===== config.mk =====
export PLATFORM = sky130hd
export DESIGN_NAME = btn_cond_multi
export DESIGN_NICKNAME = d
export VERILOG_FILES = /design/src/rtl/btn_cond_multi.sv
export SDC_FILE = /design/constraint.sdc
export NUM_CORES = 1
export LEC_CHECK = 0
export BUFFER_PORTS_ARGS = -buffer_cell sky130_fd_sc_hd__clkbuf_2
export CORE_AREA = 3 3 171 173
export DETAILED_ROUTE_END_ITERATION = 10
export DIE_AREA = 0 0 174 176
export GPL_TIMING_DRIVEN = 0
export HOLD_SLACK_MARGIN = 0.03
export PLACE_DENSITY_LB_ADDON = 0.12
export SYNTH_ARGS = -nofsm -noshare
export SYNTH_HDL_FRONTEND = slang
export SYNTH_SLANG_ARGS = --single-unit

===== constraint.sdc =====
create_clock -name clk -period 2.9 [get_ports clk]
set_input_delay 0 -clock clk [delete_from_list [all_inputs] [get_ports clk]]
set_output_delay 0 -clock clk [all_outputs]
set_load 0.05 [all_outputs]

===== src/rtl/btn_cond_multi.sv =====
// btn_cond_multi: N-channel pushbutton conditioner.
// Each channel has a 2-flop synchroniser, a debouncer and a hold-state machine
// that emits single-cycle press/release/short-tap/long-press pulses.
// Optional auto-repeat while a long press is held: define BTN_REPEAT_EN.
module btn_cond_multi #(
    parameter int N_CH         = 4,
    parameter int DEBOUNCE_CYC = 50000,
    parameter int LONG_CYC     = 250000000,
    parameter int ACTIVE_LOW   = 0,
    parameter int REPEAT_CYC   = 25000000
) (
    input  logic            clk,
    input  logic            rst_n,
    input  logic [N_CH-1:0] btn_in,
    output logic [N_CH-1:0] btn_lvl,
    output logic [N_CH-1:0] press_pulse,
    output logic [N_CH-1:0] release_pulse,
    output logic [N_CH-1:0] short_pulse,
    output logic [N_CH-1:0] long_pulse,
    output logic [N_CH-1:0] long_lvl,
    output logic [N_CH-1:0] rep_pulse
);

    localparam int DB_W   = $clog2(DEBOUNCE_CYC + 1);
    localparam int HOLD_W = $clog2(LONG_CYC + 1);
    localparam logic [DB_W-1:0]   DB_LAST   = DB_W'(DEBOUNCE_CYC - 1);
    localparam logic [DB_W-1:0]   DB_ONE    = DB_W'(1);
    localparam logic [HOLD_W-1:0] HOLD_LAST = HOLD_W'(LONG_CYC - 1);
    localparam logic [HOLD_W-1:0] HOLD_MAX  = HOLD_W'(LONG_CYC);
    localparam logic [HOLD_W-1:0] HOLD_ONE  = HOLD_W'(1);
    localparam logic [N_CH-1:0]   POL_MASK  = (ACTIVE_LOW != 0) ? '1 : '0;

    typedef enum logic [1:0] {
        ST_IDLE,
        ST_HELD,
        ST_LONG
    } hold_state_e;

    logic [N_CH-1:0]   sync1_q, sync2_q;
    logic [N_CH-1:0]   btn_lvl_q, btn_lvl_d;
    logic [N_CH-1:0]   press_q, press_d;
    logic [N_CH-1:0]   release_q, release_d;
    logic [N_CH-1:0]   short_q, short_d;
    logic [N_CH-1:0]   long_q, long_d;
    logic [N_CH-1:0]   long_lvl_q, long_lvl_d;
    logic [N_CH-1:0]   rise, fall;
    logic [DB_W-1:0]   db_cnt_q [N_CH];
    logic [DB_W-1:0]   db_cnt_d [N_CH];
    logic [HOLD_W-1:0] hold_cnt_q [N_CH];
    logic [HOLD_W-1:0] hold_cnt_d [N_CH];
    hold_state_e       state_q [N_CH];
    hold_state_e       state_d [N_CH];

    // Normalise polarity so 1 always means pressed, then resynchronise; reset loads "released".
    always_ff @(posedge clk or negedge rst_n) begin
        if (!rst_n) begin
            sync1_q <= '0;
            sync2_q <= '0;
        end else begin
            sync1_q <= btn_in ^ POL_MASK;
            sync2_q <= sync1_q;
        end
    end

    // Debounce: a level change is accepted only after DEBOUNCE_CYC consecutive differing samples.
    always_comb begin
        btn_lvl_d = btn_lvl_q;
        rise      = '0;
        fall      = '0;
        for (int i = 0; i < N_CH; i++) begin
            db_cnt_d[i] = '0;
            if (sync2_q[i] != btn_lvl_q[i]) begin
                if (db_cnt_q[i] == DB_LAST) begin
                    btn_lvl_d[i] = sync2_q[i];
                    rise[i]      = sync2_q[i];
                    fall[i]      = ~sync2_q[i];
                end else begin
                    db_cnt_d[i] = db_cnt_q[i] + DB_ONE;
                end
            end
        end
    end

    // Hold state machine: times each debounced press and classifies it as short or long.
    always_comb begin
        press_d    = rise;
        release_d  = fall;
        short_d    = '0;
        long_d     = '0;
        long_lvl_d = '0;
        for (int i = 0; i < N_CH; i++) begin
            state_d[i]    = state_q[i];
            hold_cnt_d[i] = hold_cnt_q[i];
            case (state_q[i])
                ST_IDLE: begin
                    if (rise[i]) begin
                        state_d[i]    = ST_HELD;
                        hold_cnt_d[i] = '0;
                    end
                end
                ST_HELD: begin
                    if (fall[i]) begin
                        state_d[i]    = ST_IDLE;
                        hold_cnt_d[i] = '0;
                        short_d[i]    = 1'b1;
                    end else if (hold_cnt_q[i] == HOLD_LAST) begin
                        state_d[i]    = ST_LONG;
                        hold_cnt_d[i] = HOLD_MAX;
                        long_d[i]     = 1'b1;
                    end else begin
                        hold_cnt_d[i] = hold_cnt_q[i] + HOLD_ONE;
                    end
                end
                ST_LONG: begin
                    if (fall[i]) begin
                        state_d[i]    = ST_IDLE;
                        hold_cnt_d[i] = '0;
                    end
                end
                default: begin
                    state_d[i]    = ST_IDLE;
                    hold_cnt_d[i] = '0;
                end
            endcase
            long_lvl_d[i] = (state_d[i] == ST_LONG);
        end
    end

    // State register for debounce counters, hold FSMs and the registered event outputs.
    always_ff @(posedge clk or negedge rst_n) begin
        if (!rst_n) begin
            btn_lvl_q  <= '0;
            press_q    <= '0;
            release_q  <= '0;
            short_q    <= '0;
            long_q     <= '0;
            long_lvl_q <= '0;
            for (int i = 0; i < N_CH; i++) begin
                db_cnt_q[i]   <= '0;
                hold_cnt_q[i] <= '0;
                state_q[i]    <= ST_IDLE;
            end
        end else begin
            btn_lvl_q  <= btn_lvl_d;
            press_q    <= press_d;
            release_q  <= release_d;
            short_q    <= short_d;
            long_q     <= long_d;
            long_lvl_q <= long_lvl_d;
            for (int i = 0; i < N_CH; i++) begin
                db_cnt_q[i]   <= db_cnt_d[i];
                hold_cnt_q[i] <= hold_cnt_d[i];
                state_q[i]    <= state_d[i];
            end
        end
    end

    assign btn_lvl       = btn_lvl_q;
    assign press_pulse   = press_q;
    assign release_pulse = release_q;
    assign short_pulse   = short_q;
    assign long_pulse    = long_q;
    assign long_lvl      = long_lvl_q;

`ifdef BTN_REPEAT_EN
    localparam int REP_W = $clog2(REPEAT_CYC + 1);
    localparam logic [REP_W-1:0] REP_LAST = REP_W'(REPEAT_CYC - 1);
    localparam logic [REP_W-1:0] REP_ONE  = REP_W'(1);

    logic [REP_W-1:0] rep_cnt_q [N_CH];
    logic [REP_W-1:0] rep_cnt_d [N_CH];
    logic [N_CH-1:0]  rep_q, rep_d;

    // Auto-repeat: while in LONG, fire every REPEAT_CYC cycles; the release cycle never repeats.
    always_comb begin
        rep_d = '0;
        for (int i = 0; i < N_CH; i++) begin
            rep_cnt_d[i] = '0;
            if (state_q[i] == ST_LONG && !fall[i]) begin
                if (rep_cnt_q[i] == REP_LAST) begin
                    rep_d[i] = 1'b1;
                end else begin
                    rep_cnt_d[i] = rep_cnt_q[i] + REP_ONE;
                end
            end
        end
    end

    // Repeat counter and pulse registers.
    always_ff @(posedge clk or negedge rst_n) begin
        if (!rst_n) begin
            rep_q <= '0;
            for (int i = 0; i < N_CH; i++) begin
                rep_cnt_q[i] <= '0;
            end
        end else begin
            rep_q <= rep_d;
            for (int i = 0; i < N_CH; i++) begin
                rep_cnt_q[i] <= rep_cnt_d[i];
            end
        end
    end

    assign rep_pulse = rep_q;
`else
    logic unused_repeat_cfg;
    assign unused_repeat_cfg = (REPEAT_CYC > 0);
    assign rep_pulse = '0;
`endif

endmodule

After elaboration in Yosys (flattened, before gate mapping)
Index checks and enable logic that the tools add are counted.
{"block": "word_totals", "register_bits": 216, "latchBits": 0, "wordCells": 163, "romBits": 0, "inputBits": 6, "ramBits": 0, "n_memories": 0, "out_inout_bits": 28}
{"block": "op_classes", "addsub": 8, "div": 0, "eq_ne": 32, "mux": 84, "n_mul": 0, "shift": 0, "n_bitwise": 4, "n_lt_le_gt_ge": 0, "n_reduce_logical": 12}
{"cell": "28-bit two-way mux", "n": 16}
{"cell": "28-bit case mux with 3 select lines", "n": 4}
{"cell": "16-bit two-way mux", "n": 8}
{"cell": "28-bit by 1-bit adder with 28-bit output (second input constant)", "n": 4}
{"cell": "28-bit == test (second input constant)", "n": 4}
{"cell": "16-bit by 1-bit adder with 16-bit output (second input constant)", "n": 4}
{"cell": "16-bit == test (second input constant)", "n": 4}
{"cell": "1-bit two-way mux", "n": 36}
{"cell": "2-bit two-way mux", "n": 16}
{"cell": "2-bit case mux with 3 select lines", "n": 4}
{"cell": "2-bit == test (second input constant)", "n": 8}
{"cell": "2-bit != test (second input constant)", "n": 8}
{"cell": "2-bit AND reduction", "n": 8}
{"cell": "2-bit by 1-bit == test with 1-bit output (second input constant)", "n": 4}
{"cell": "2-bit logical NOT", "n": 4}
{"cell": "1-bit != test", "n": 4}
{"cell": "1-bit inverter", "n": 4}

Longest topological paths before layout
{"block": "depth", "ltp_word": 6, "mapped_depth": 10, "mapped_depth_nobuf": 7}

Worst setup path after synthesis
No wires, ideal clock.
{"block": "synth_timing", "kind": "flip-flop to flip-flop", "startpoint": "register db_cnt_q[52] in the netlist's numbering", "endpoint": "register hold_cnt_q[96] in the netlist's numbering", "arrival_time_ns": 2.090, "required_ns": 2.776, "setup_ns": 0.124, "n_path_buf": 1, "slack_ns": 0.686, "path_stages_with_launch": 8, "period_less_slack_ns": 2.214, "cell_sequence": "dfrtp_1 -> or4b_1 -> or4_1 -> buf_6 -> nor2_8 -> nor2_2 -> and3_1 -> a211o_1"}
{"block": "synth_between", "elab_chain_cells": 5, "elab_cells_between_ends": 10, "classes_between": "eq/ne (3); mux (6); reduce/logical (1)"}
{"element": "start: declaration", "line_no": "47", "source": "logic [DB_W-1:0] db_cnt_q [N_CH];"}
{"element": "start signal: indexed assignment", "line_no": "151", "source": "db_cnt_q[i] <= db_cnt_d[i];"}
{"element": "16-bit == test (*)", "line_no": "73", "source": "if (db_cnt_q[i] == DB_LAST) begin"}
{"element": "1-bit two-way mux (*)", "line_no": "73"}
{"element": "1-bit two-way mux (*)", "line_no": "72", "source": "if (sync2_q[i] != btn_lvl_q[i]) begin"}
{"element": "named net fall[0]", "line_no": "46", "source": "logic [N_CH-1:0] rise, fall;"}
{"element": "28-bit two-way mux / 2-bit != test (equally long branches)"}
{"element": "28-bit case mux with 3 select lines / 2-bit AND reduction (equally long branches)"}
{"element": "end signal: indexed assignment", "line_no": "152", "source": "hold_cnt_q[i] <= hold_cnt_d[i];"}
{"element": "end: declaration", "line_no": "49", "source": "logic [HOLD_W-1:0] hold_cnt_q [N_CH];"}
The timed path passes the listed nets; every way through them passes the cells marked *.
A chain may end at the register's enable or synchronous reset.

Final worst setup path
{"block": "layout_timing", "startpoint": "register db_cnt_q[16] in the netlist's numbering", "endpoint": "register hold_cnt_q[45] in the netlist's numbering"}
{"block": "layout_between", "elab_chain_cells": 5, "elab_cells_between_ends": 10, "classes_between": "eq/ne (3); mux (6); reduce/logical (1)"}
{"element": "16-bit == test (*)", "line_no": "73"}
{"element": "1-bit two-way mux", "line_no": "73"}
{"element": "1-bit two-way mux", "line_no": "72"}
{"element": "28-bit two-way mux / 2-bit != test (equally long branches)"}
{"element": "28-bit case mux with 3 select lines / 2-bit AND reduction (equally long branches)"}
Every way passes the cells marked *; elsewhere a longest branch is shown, timed or not.

==> impl_metrics.xml <==
<?xml version="1.0" encoding="UTF-8"?>
<metrics>
  <group name="layout">
    <metric name="antenna-diode-count" unit="">0</metric>
    <metric name="area.growth.synth_to_final" unit="%">14.9</metric>
    <metric name="layout-drive-gt1-share" unit="%">7.92</metric>
    <metric name="post-route-cell-area" unit="µm²">12700</metric>
    <metric name="fin_nets" unit="">1270</metric>
    <metric name="fillCellCount" unit="">2742</metric>
    <metric name="stdcell_count" unit="">1653</metric>
  </group>
  <group name="drt">
    <metric name="topRoutingLayerUsed" unit="">met4</metric>
    <metric name="dr_total_vias" unit="">8953</metric>
    <metric name="met3_wirelength" unit="µm">946</metric>
    <metric name="antenna_nets_post_route" unit="">0</metric>
    <metric name="routed-wl-met2" unit="µm">11500</metric>
    <metric name="number_of_detailed_routing_iterations_run_before_antenna_repair" unit="">5</metric>
    <metric name="wl_met1" unit="µm">12200</metric>
    <metric name="drt_iter0_markers" unit="">510</metric>
    <metric name="vias_per_cell" unit="">5.42</metric>
    <metric name="postRouteWirelength" unit="µm">25200</metric>
    <metric name="routed_wire_length_per_instance" unit="µm">15.2</metric>
    <metric name="post-route-drc-count" unit="">0</metric>
  </group>
  <group name="power_and_ir_drop">
    <metric name="design_power_total" unit="mW">6.48</metric>
    <metric name="max-vdd-ir-drop" unit="µV">443</metric>
    <metric name="switching_power" unit="mW">1.35</metric>
    <metric name="power_frac_seq" unit="%">47.1</metric>
    <metric name="power_per_cell_area" unit="nW/µm²">511</metric>
    <metric name="p_sw_share" unit="%">20.8</metric>
    <metric name="comb_power_share" unit="%">2.2</metric>
    <metric name="power.clock.fraction" unit="%">50.7</metric>
    <metric name="static-leakage-power" unit="nW">5.50</metric>
    <metric name="internal-power" unit="mW">5.13</metric>
  </group>
  <group name="yosys">
    <metric name="largest_family_of_logic_cells_by_synthesized_area" unit="">simple AND/OR/NAND/NOR gates</metric>
    <metric name="synth.distinct_cells" unit="">61</metric>
    <metric name="yosysTopAreaCell" unit="">sky130_fd_sc_hd__dfrtp_1</metric>
    <metric name="post_synth.cell_area_avg" unit="µm²">9.29</metric>
    <metric name="postSynth.asyncResetShare" unit="%">100</metric>
    <metric name="seq_area_frac_synth" unit="%">49.0</metric>
    <metric name="synth_compound_area_share" unit="%">15.4</metric>
    <metric name="synth.area.top_cells" unit="">sky130_fd_sc_hd__dfrtp_1 49%, sky130_fd_sc_hd__o21ai_0 4.3%, sky130_fd_sc_hd__nor2_1 4.3%</metric>
    <metric name="synth-adder-area-share" unit="%">0.907</metric>
    <metric name="synth_flop_cell" unit="">sky130_fd_sc_hd__dfrtp_1</metric>
    <metric name="yosys_register_bits" unit="">216</metric>
    <metric name="netlist_instances" unit="">1188</metric>
    <metric name="synth.top_cell.area_share" unit="%">49.0</metric>
    <metric name="synth_mux_area_share" unit="%">0.567</metric>
    <metric name="yosys_warnings" unit="">0</metric>
    <metric name="post_synth_xor_area_fraction" unit="%">5.40</metric>
    <metric name="syn-cell-area" unit="µm²">11000</metric>
    <metric name="synth_simple_gate_area_share" unit="%">25.9</metric>
    <metric name="synth-edff-count" unit="">0</metric>
  </group>
  <group name="critical_path">
    <metric name="critical-path-top-delay-family" unit="">compound AO/OA/AOI/OAI gates</metric>
    <metric name="worstPathArrival" unit="ns">3.00</metric>
    <metric name="worst-path-max-fanout" unit="">10</metric>
    <metric name="timing.critical_path.cells" unit="">ha_1 &gt; and3_1 &gt; and4_1 &gt; clkbuf_1 &gt; a21o_1 &gt; clkbuf_1 &gt; a21oi_1 &gt; o21ai_0 &gt; o21ai_0</metric>
    <metric name="timing.critical_path.from_type" unit="">register</metric>
    <metric name="r2r.worst_path.cells" unit="">9</metric>
    <metric name="worst-path-stages" unit="">9</metric>
    <metric name="cp_num_buf_inv" unit="">2</metric>
    <metric name="critical-path-slowest-cell" unit="">sky130_fd_sc_hd__clkbuf_1</metric>
    <metric name="end_kind" unit="">register</metric>
    <metric name="reg2reg_slack" unit="ns">0.30</metric>
    <metric name="critPathKind" unit="">register to register</metric>
    <metric name="cpPeakStageDelay" unit="ns">0.45</metric>
    <metric name="timing.critical_path.required" unit="ns">3.30</metric>
  </group>
  <group name="timing">
    <metric name="finalSetupViolations" unit="">0</metric>
    <metric name="max_slew_margin" unit="%">31.4</metric>
    <metric name="post-route-min-period" unit="ns">2.60</metric>
    <metric name="timing.final.hold_violations" unit="">0</metric>
    <metric name="max_freq" unit="MHz">385</metric>
    <metric name="period_share" unit="%">89.6</metric>
    <metric name="skew" unit="ns">0.0134</metric>
    <metric name="worst_hold_slack" unit="ns">0.0941</metric>
    <metric name="report.final.slew_viol_count" unit="">0</metric>
    <metric name="tightest_slew" unit="ns">1.02</metric>
    <metric name="rsz0062_at_grt" unit="">false</metric>
  </group>
  <group name="floorplan">
    <metric name="rows" unit="">61</metric>
    <metric name="die_h" unit="µm">176</metric>
    <metric name="boundaryPins" unit="">34</metric>
    <metric name="core_region_area" unit="µm²">27800</metric>
    <metric name="die-width" unit="µm">174</metric>
    <metric name="floorplan.initialDensity" unit="%">39.7</metric>
    <metric name="die_outline_area" unit="µm²">30600</metric>
  </group>
  <group name="clock_tree">
    <metric name="clock_tree_from_tritoncts" unit="">built</metric>
    <metric name="clkSinkCount" unit="">216</metric>
    <metric name="cts-root-buf" unit="">sky130_fd_sc_hd__clkbuf_16</metric>
    <metric name="clk_pin_slew" unit="ns">0.06</metric>
    <metric name="clk-insertion-delay-late" unit="ns">0.53</metric>
    <metric name="cts_htree_levels" unit="">1</metric>
    <metric name="cts.repair_timing.setup_buffer_count" unit="">0</metric>
    <metric name="clock_tree.buffer_depth" unit="">3</metric>
    <metric name="numCtsBuffers" unit="">26</metric>
  </group>
  <group name="global_routing">
    <metric name="grt_first_pass_wirelength" unit="µm">43400</metric>
    <metric name="grt_overflow" unit="">0</metric>
    <metric name="first_global_vias" unit="">8592</metric>
    <metric name="largest_net_degree_at_the_start_of_global_routing" unit="">111</metric>
    <metric name="grt_util_all_layers" unit="%">16.5</metric>
    <metric name="number_of_antenna_violations_at_the_first_check_in_global_routing" unit="">0</metric>
  </group>
  <group name="job">
    <metric name="maxCapViolCount" unit="">0</metric>
  </group>
  <group name="placement">
    <metric name="place_congestion" unit="">0.833</metric>
    <metric name="placed_standard_cell_area" unit="µm²">11700</metric>
    <metric name="buffer_ports.inserted" unit="">29</metric>
    <metric name="place_inst" unit="">1600</metric>
    <metric name="post-dp-hpwl" unit="µm">16900</metric>
  </group>
  <group name="outcome">
    <metric name="run_status" unit="">finished, final reports clean</metric>
  </group>
  <group name="hold_path">
    <metric name="min_path_type" unit="">input pin to async pin</metric>
  </group>
</metrics>
## flip-flops by register name (all words and copies together) (netlist names)
name	count
btn_lvl	4
db_cnt_q	64
hold_cnt_q	112
long_lvl	4
long_pulse	4
press_pulse	4
release_pulse	4
short_pulse	4
state_q	8
sync1_q	4
sync2_q	4
## per-layer routing
metal  GRT usage, %  vias up
met4           3.85        0
met2           26.5      153
met5              0        -
met1           24.1     4298
li1               -     4472
met3           2.04       30
## what timing repair did
item | 4_1_cts | 5_1_grt
hold buffers | 6 | 0
endpoints found under the hold margin | 220 | 0
resized for setup | 0 | 3
endpoints found under the setup margin | 0 | 19
## metrics by stage
step / setup TNS (ns) / setup WS, ns / utilization [%]
finish: 0 / 0.303 / 45.6
detailed placement: 0 / 0.137 / 42.2
CTS: 0 / 0.118 / 45.6
global route: 0 / 0.00645 / 45.6
global placement: -572.37 / -2.67 / 42.0
floorplan: 0 / 0.686 / -
## final cells by class
| type | instances | area, µm² | area share [%] |
|---|---|---|---|
| tap | 378 | 473 | 3.73 |
| timing repair buffer | 37 | 269 | 2.12 |
| inverter | 25 | 93.8 | 0.740 |
| buffer | 41 | 210 | 1.66 |
| sequential | 216 | 5410 | 42.6 |
| clock inverter | 4 | 70.1 | 0.553 |
| clock buffer | 43 | 806 | 6.35 |
| multi-input combinational | 909 | 5350 | 42.2 |
## cell usage after synthesis, types with 25 or more instances
master and instances:
sky130_fd_sc_hd__a21oi_1 59, sky130_fd_sc_hd__a31oi_1 41, sky130_fd_sc_hd__and3_1 37, sky130_fd_sc_hd__dfrtp_1 216, sky130_fd_sc_hd__inv_1 25, sky130_fd_sc_hd__nand2_1 107, sky130_fd_sc_hd__nand3_1 64, sky130_fd_sc_hd__nand4_1 44
sky130_fd_sc_hd__nor2_1 125, sky130_fd_sc_hd__nor3_1 35, sky130_fd_sc_hd__o21ai_0 95, sky130_fd_sc_hd__xor2_1 50
## tightest hold or removal path, stage by stage
cell and delay, ns:
sky130_fd_sc_hd__dlygate4sd3_1 0.54, sky130_fd_sc_hd__clkbuf_8 0.16, sky130_fd_sc_hd__buf_16 0.34
## cell usage in the layout (no fill, tap or decap), types with 25 or more instances in the layout
master	instances
sky130_fd_sc_hd__a21oi_1	58
sky130_fd_sc_hd__nand3_1	64
sky130_fd_sc_hd__clkbuf_1	32
sky130_fd_sc_hd__nor2_1	125
sky130_fd_sc_hd__clkbuf_2	28
sky130_fd_sc_hd__clkbuf_16	27
sky130_fd_sc_hd__dfrtp_1	216
sky130_fd_sc_hd__nand2_1	107
sky130_fd_sc_hd__inv_1	25
sky130_fd_sc_hd__a31oi_1	41
sky130_fd_sc_hd__nand4_1	44
sky130_fd_sc_hd__o21ai_0	95
sky130_fd_sc_hd__nor3_1	35
sky130_fd_sc_hd__and3_1	37
sky130_fd_sc_hd__xor2_1	50
## power groups by stage
stage | logic [mW] | clock network (mW) | registers, mW
3_5_place_dp | 0.143 | 0 | 3.11
3_3_place_gp | 0.131 | 0 | 3.11
5_1_grt | 0.168 | 3.52 | 3.06
2_1_floorplan | 0.0555 | 0 | 3.10
4_1_cts | 0.150 | 3.39 | 3.05
6_report | 0.141 | 3.28 | 3.05
## cell families (layout without fill, tap and decap cells)
family | Yosys count | count (layout)
buffers and inverters | 66 | 150
AOI/OAI and AO/OA | 281 | 281
other | 1 | 4
and+or+nand+nor | 542 | 542
DFF | 216 | 216
xor gates and xnor gates | 68 | 68
adders and majority gates | 8 | 8
muxes | 6 | 6
## worst paths after layout
path	start	to
max in group asynchronous	rst_n	hold_cnt_q[93]
worst max register to register	db_cnt_q[16]	hold_cnt_q[45]
min in group clk	btn_in[0]	sync1_q[0]
worst max-delay path	db_cnt_q[16]	hold_cnt_q[45]
worst min register to register	sync1_q[0]	sync2_q[0]
worst min-delay path	rst_n	hold_cnt_q[92]
No activity file was read; power rests on OpenSTA's default activity.
